### src/rtl/dma_fifo.sv
// DMA word FIFO: owns pointers/occupancy for an external async-read RAM (MEMIF F0 side).
// Define DMA_FIFO_ERR_FLAGS_EN to add sticky ovf/unf outputs and occupancy assertions.
module dma_fifo #(
  parameter int WIDTH = 32,
  parameter int DEPTH = 32,
  parameter int AW    = 5
) (
  input  logic             clk,
  input  logic             rst,
  input  logic             push,
  input  logic             pull,
  input  logic [WIDTH-1:0] data_in,
  output logic [WIDTH-1:0] data_out,
  output logic [AW:0]      depth_left,
  output logic             full,
  output logic             empty,
  input  logic             fp_pulse,
  output logic             mem_we,
  output logic [AW-1:0]    mem_waddr,
  output logic [WIDTH-1:0] mem_wdata,
  output logic [AW-1:0]    mem_raddr,
  input  logic [WIDTH-1:0] mem_rdata
`ifdef DMA_FIFO_ERR_FLAGS_EN
  ,
  output logic             ovf,
  output logic             unf
`endif
);

  localparam logic [AW:0]   L_DEPTH = (AW+1)'(DEPTH);
  localparam logic [AW:0]   L_CONE  = (AW+1)'(1);
  localparam logic [AW-1:0] L_PONE  = AW'(1);

  logic [AW-1:0] r_wr_ptr, r_rd_ptr;
  logic [AW:0]   r_count;
  logic          w_push, w_pull;

  // Flags come straight from the registered count so they never glitch on push/pull.
  assign full       = (r_count == L_DEPTH);
  assign empty      = (r_count == '0);
  assign depth_left = L_DEPTH - r_count;

  assign w_push = push & ~full;
  assign w_pull = pull & ~empty;

  assign mem_we    = w_push & ~fp_pulse;
  assign mem_waddr = r_wr_ptr;
  assign mem_wdata = data_in;
  assign mem_raddr = r_rd_ptr;
  assign data_out  = mem_rdata;

  always_ff @(posedge clk or negedge rst) begin
    if (!rst) begin
      r_wr_ptr <= '0;
      r_rd_ptr <= '0;
      r_count  <= '0;
    end else if (fp_pulse) begin
      r_wr_ptr <= '0;
      r_rd_ptr <= '0;
      r_count  <= '0;
    end else begin
      if (w_push) r_wr_ptr <= r_wr_ptr + L_PONE;
      if (w_pull) r_rd_ptr <= r_rd_ptr + L_PONE;
      if (w_push && !w_pull)      r_count <= r_count + L_CONE;
      else if (w_pull && !w_push) r_count <= r_count - L_CONE;
    end
  end

`ifdef DMA_FIFO_ERR_FLAGS_EN
  always_ff @(posedge clk or negedge rst) begin
    if (!rst) begin
      ovf <= 1'b0;
      unf <= 1'b0;
    end else if (fp_pulse) begin
      ovf <= 1'b0;
      unf <= 1'b0;
    end else begin
      if (push && full)  ovf <= 1'b1;
      if (pull && empty) unf <= 1'b1;
    end
  end

  a_count_max: assert property (@(posedge clk) disable iff (!rst) r_count <= L_DEPTH);
  a_flags_excl: assert property (@(posedge clk) disable iff (!rst) !(full && empty));
`endif

endmodule

### config.mk
export PLATFORM = sky130hd
export DESIGN_NAME = dma_fifo
export DESIGN_NICKNAME = d
export VERILOG_FILES = /design/src/rtl/dma_fifo.sv
export SDC_FILE = /design/constraint.sdc
export NUM_CORES = 1
export LEC_CHECK = 0
export CAP_MARGIN = 20
export CORE_MARGIN = 10
export CORE_UTILIZATION = 30
export DETAILED_ROUTE_END_ITERATION = 10
export HOLD_SLACK_MARGIN = 0.08
export PLACE_DENSITY = 0.78
export SKIP_LAST_GASP = 1
export SYNTH_ARGS = -nofsm -noshare
export SYNTH_HDL_FRONTEND = slang
export SYNTH_SLANG_ARGS = --single-unit
export TNS_END_PERCENT = 20
### constraint.sdc
create_clock -name clk -period 6.75 [get_ports clk]
set_input_delay 1.6875 -clock clk [delete_from_list [all_inputs] [get_ports clk]]
set_output_delay 1.6875 -clock clk [all_outputs]
set_load 0.01 [all_outputs]
### After elaboration in Yosys (flattened, before gate mapping)

Cells that the tools add are included.

| storage, ports and cells | value |
|---|---|
| bits in latches | 0 |
| register bits after elaboration | 16 |
| input port bits | 69 |
| bits in read-only memories | 0 |
| RAM bits | 0 |
| memories | 0 |

| cells by class | value |
|---|---|
| magnitude comparators | 0 |
| shifts and indexed selects | 0 |
| add/subtract/negate cells | 5 |
| multiplexer cells | 7 |
| divide/modulo/power cells | 0 |
| $mul | 0 |
| reductions and logical operators | 8 |
| eq/ne operators | 1 |
| bitwise logic cells | 6 |

Operators with widths:

| cell | count |
|---|---|
| 5-bit 2-to-1 mux | 4 |
| 6-bit 2-to-1 mux | 3 |
| 5-bit by 1-bit adder with 5-bit output, second input constant | 2 |
| 6-bit by 1-bit adder with 6-bit output, second input constant | 1 |
| 6-bit == test, second input constant | 1 |
| 6-bit zero test | 1 |
| 6-bit by 1-bit subtractor with 6-bit output, second input constant | 1 |
| 6-bit subtractor, first input constant | 1 |
| 2-bit nonzero test | 2 |
| 1-bit bitwise AND | 3 |
| 1-bit NOT | 3 |
| 3-bit nonzero test | 1 |
| 1-bit logical AND | 2 |
| 1-bit zero test | 2 |

### Depth between registers and ports, before layout

| depth | value |
|---|---|
| depth in word-level cells | 8 |
| mapped depth | 13 |

### Least setup slack after synthesis

OpenSTA, ideal clock, no wires.

| timing | value |
|---|---|
| path kind | input-to-output |
| start point | input port push |
| end point | output port mem_we |
| data required time | 5062 ps |
| data arrival time | 2160 ps |
| buffers on the path | 1 |
| setup slack | 2902 ps |
| stages | 3 |
| cells stage by stage | o21a_1 buf_6 nor2b_1 |

| on the way | value |
|---|---|
| longest elaborated chain between the ends | 2 |

RTL lines:

| element | line | RTL |
|---|---|---|
| start, declared | 10 | `input logic push,` |
| 1-bit bitwise AND | 43 | `assign w_push = push & ~full;` |
| 1-bit bitwise AND | 46 | `assign mem_we = w_push & ~fp_pulse;` |
| end, declared | 18 | `output logic mem_we,` |

Every way passes these cells.

### Worst setup path after layout

Same ends and word-level chain as after synthesis.

==> results.cfg <==
[outcome]
status = complete, no violations

[clock_network]
post_cts_resized = 0
cts_setup_buffers = 0
cts_sinks = 16
hold_buffers = 0
ctsLongestPathBuffers = 2
root_buffer = clkbuf_8
clk_latency_ns = 0.25
cts_inserted_buffers = 3
cts_tree = yes
htreeDepth = 1
path_clk_slew_ns = 0.06

[global_route]
grt.busiest_layer = met2
use_met1_pct = 5.913
grt-ovfl-total = 0
grt_pass1_wl_um = 4160
grt_max_degree = 23
grtUsageMet2_pct = 9.785
antenna_found_initial = 0
grt_pass1_vias = 848
use_met3_pct = 2.140
grt_use_total_pct = 5.977

[worst_setup_path]
critPathTopFamily = buffers and inverters
cp_max_fo = 9
slowest_delay_ns = 0.57
cp_num_buf_inv = 2
crit_chain = clkdlybuf4s50_1 -> o21a_1 -> nor2b_1 -> clkdlybuf4s50_1
crit_slowest_cell = clkdlybuf4s50_1
cp-start-kind = input pin
crit_top_cell = clkdlybuf4s50_1
path_class = input pin to output pin
required_ns = 5.06
cp-end-kind = output pin
arrival_ns = 3.33

[routing]
vias = 840
routed_wl_um = 2504
routedWlPerCell_um = 12.84
antenna_left = 0
post-route-drc-count = 0
drt_iter0_drc = 20
drt_pass1_iterations = 4
vias_per_cell = 4.308

[placement]
io_buffers = 23
placedCellCount = 191
place_ws_ns = 1.719
gp_congestion = 0.7806
dpl.hpwl_um = 1922
placedInstanceArea_mm2 = 0.001320

[sta]
post-route-period-util_pct = 74.28
drv_slew = 0
max_slew_margin_pct = 51.04
rsz0062_at_grt = false
timing.fmax_ghz = 0.1994
worst_slew_pin_slew_ns = 0.7321
timing.hold.ws_ns = 0.5404
setup-violations-final = 0
fin_ws_ns = 1.736
fin_skew_ns = 0.001546
hold_violations = 0
final.min_clock_period_ns = 5.014
tns_ns = 0

[synth]
synth-seq-cells = 16
yosys-top-cells-area = buf_4 32%, dfrtp_1 26%, ha_1 5.8%
yosysTopAreaCell = buf_4
postSynthCellCount = 169
netlist_area_mm2 = 0.001514
synth_top_area_share_pct = 32.23
synth.yosys.seq_area_share_pct = 26.45
yosys_warnings = 0
avgSynthCellArea_um2 = 8.958
synthDistinctLibCells = 27
syn-num-nets = 246

[finish]
final_cells = 195
layout_common_cells = 23 x clkdlybuf4s50_1, 17 x nor2_1, 16 x dfrtp_1
finalInstanceArea_mm2 = 0.001375
n_antenna_cell = 0
n_fill_cell = 515
nets = 206
final_common_cell = clkdlybuf4s50_1
seq_area_um2 = 400.4
multi_input_area_um2 = 586.8
drive_gt1_share_pct = 7.031
area_growth_syn_to_layout_pct = -9.173

[floorplan]
die_w_um = 91.04
start_util_pct = 31.43
dieArea_mm2 = 0.008288
die_h_um = 91.04
ioPinCount = 152
rows = 25
core_mm2 = 0.004817

[power]
leakagePower_uw = 0.0005835
cellPowerDensity_mw_per_mm2 = 394.5
p_sw_uw = 210.6
p_int_uw = 331.8
p_comb_share_pct = 56.3
swShare_pct = 38.83
p_clk_share_pct = 15.4
ir_worst_vdd_mv = 0.1145
pwr-share-seq_pct = 28.2

[flow_run]
maxCapViolCount = 0

[worst_hold_path]
hold_class = register to register
[kinds of logic after synthesis]
| logic type | after synthesis | synth area share (%) |
|---|---|---|
| AND/OR/NAND/NOR | 37 | 11.41 |
| flip-flops | 16 | 26.45 |
| AO/OA/AOI/OAI | 16 | 7.686 |
| buffers and inverters | 73 | 34.79 |
| multiplexers | 3 | 2.066 |
| XOR/XNOR | 16 | 10.50 |
| adder cells (fa/ha/maj) | 8 | 7.107 |
[through the flow]
| step | power (uW) | utilization, % |
|---|---|---|
| 3_3_place_gp | 457.1 | 27.40 |
| 5_1_grt | 588.2 | 28.55 |
| 2_1_floorplan | 386.5 | - |
| 4_1_cts | 549.9 | 28.55 |
| 3_5_place_dp | 462.9 | 27.40 |
| 6_report | 542.5 | 28.55 |
[final cells by class]
class | count | area share [%]
Sequential cell | 16 | 29.12
Clock buffer | 4 | 4.004
Inverter | 5 | 1.365
Tap cell | 67 | 6.096
Timing Repair Buffer | 23 | 16.74
Multi-Input combinational cell | 80 | 42.68
[power groups by stage]
stage	clock (uW)	sequential, uW	combinational, uW
after global routing	91.4	157	339
after CTS	85.4	154	311
after detailed placement	0	156	307
final	83.6	153	306
after global placement	0	154	303
after floorplan	0	148	239
[state kept, by name, indices dropped and copies added, names as in the netlist]
name,cells
r_count,6
mem_raddr,5
mem_waddr,5
[routing by layer]
| metal | wire length, um | part of all wire, % | vias to the layer above |
|---|---|---|---|
| met2 | 1220 | 49 | 25 |
| li1 | - | - | 404 |
| met3 | 246 | 9.8 | 13 |
| met1 | 958 | 38 | 398 |
| met5 | 0 | 0 | - |
| met4 | 79 | 3.2 | 0 |
[tightest hold or removal path, stage by stage, from the launching register on]
cell and delay (ns):
dfrtp_1 0.35, xor2_1 0.07, nor2_1 0.07
[final timing paths]
kind	slack, ns	end	startpoint	cells after the start
worst min-delay path	0.54	mem_raddr[4]	mem_raddr[4]	2
max in group asynchronous	4.46	mem_waddr[3]	rst	1
worst max register to register	3.28	r_count[5]	r_count[0]	11
worst max-delay path	1.74	mem_we	push	4
worst min register to register	0.54	mem_raddr[4]	mem_raddr[4]	2
min in group asynchronous	1.86	mem_waddr[2]	rst	1
[synthesized netlist by cell type]
cell type / instances
o21a_1: 2
mux2_2: 1
nand4_1: 4
buf_6: 1
fa_1: 1
nand2_1: 7
o21bai_1: 1
or4b_4: 1
o21ai_4: 1
a21o_1: 2
o21ai_0: 1
a211oi_1: 5
clkbuf_1: 1
xnor2_4: 1
mux2i_1: 2
and2_2: 1
xnor2_1: 5
xor2_1: 10
inv_1: 5
a21oi_1: 4
buf_4: 65
ha_1: 7
buf_2: 1
dfrtp_1: 16
nor3_1: 6
nor2_1: 17
nor2b_1: 1
Power figures use the tool's default switching activity.
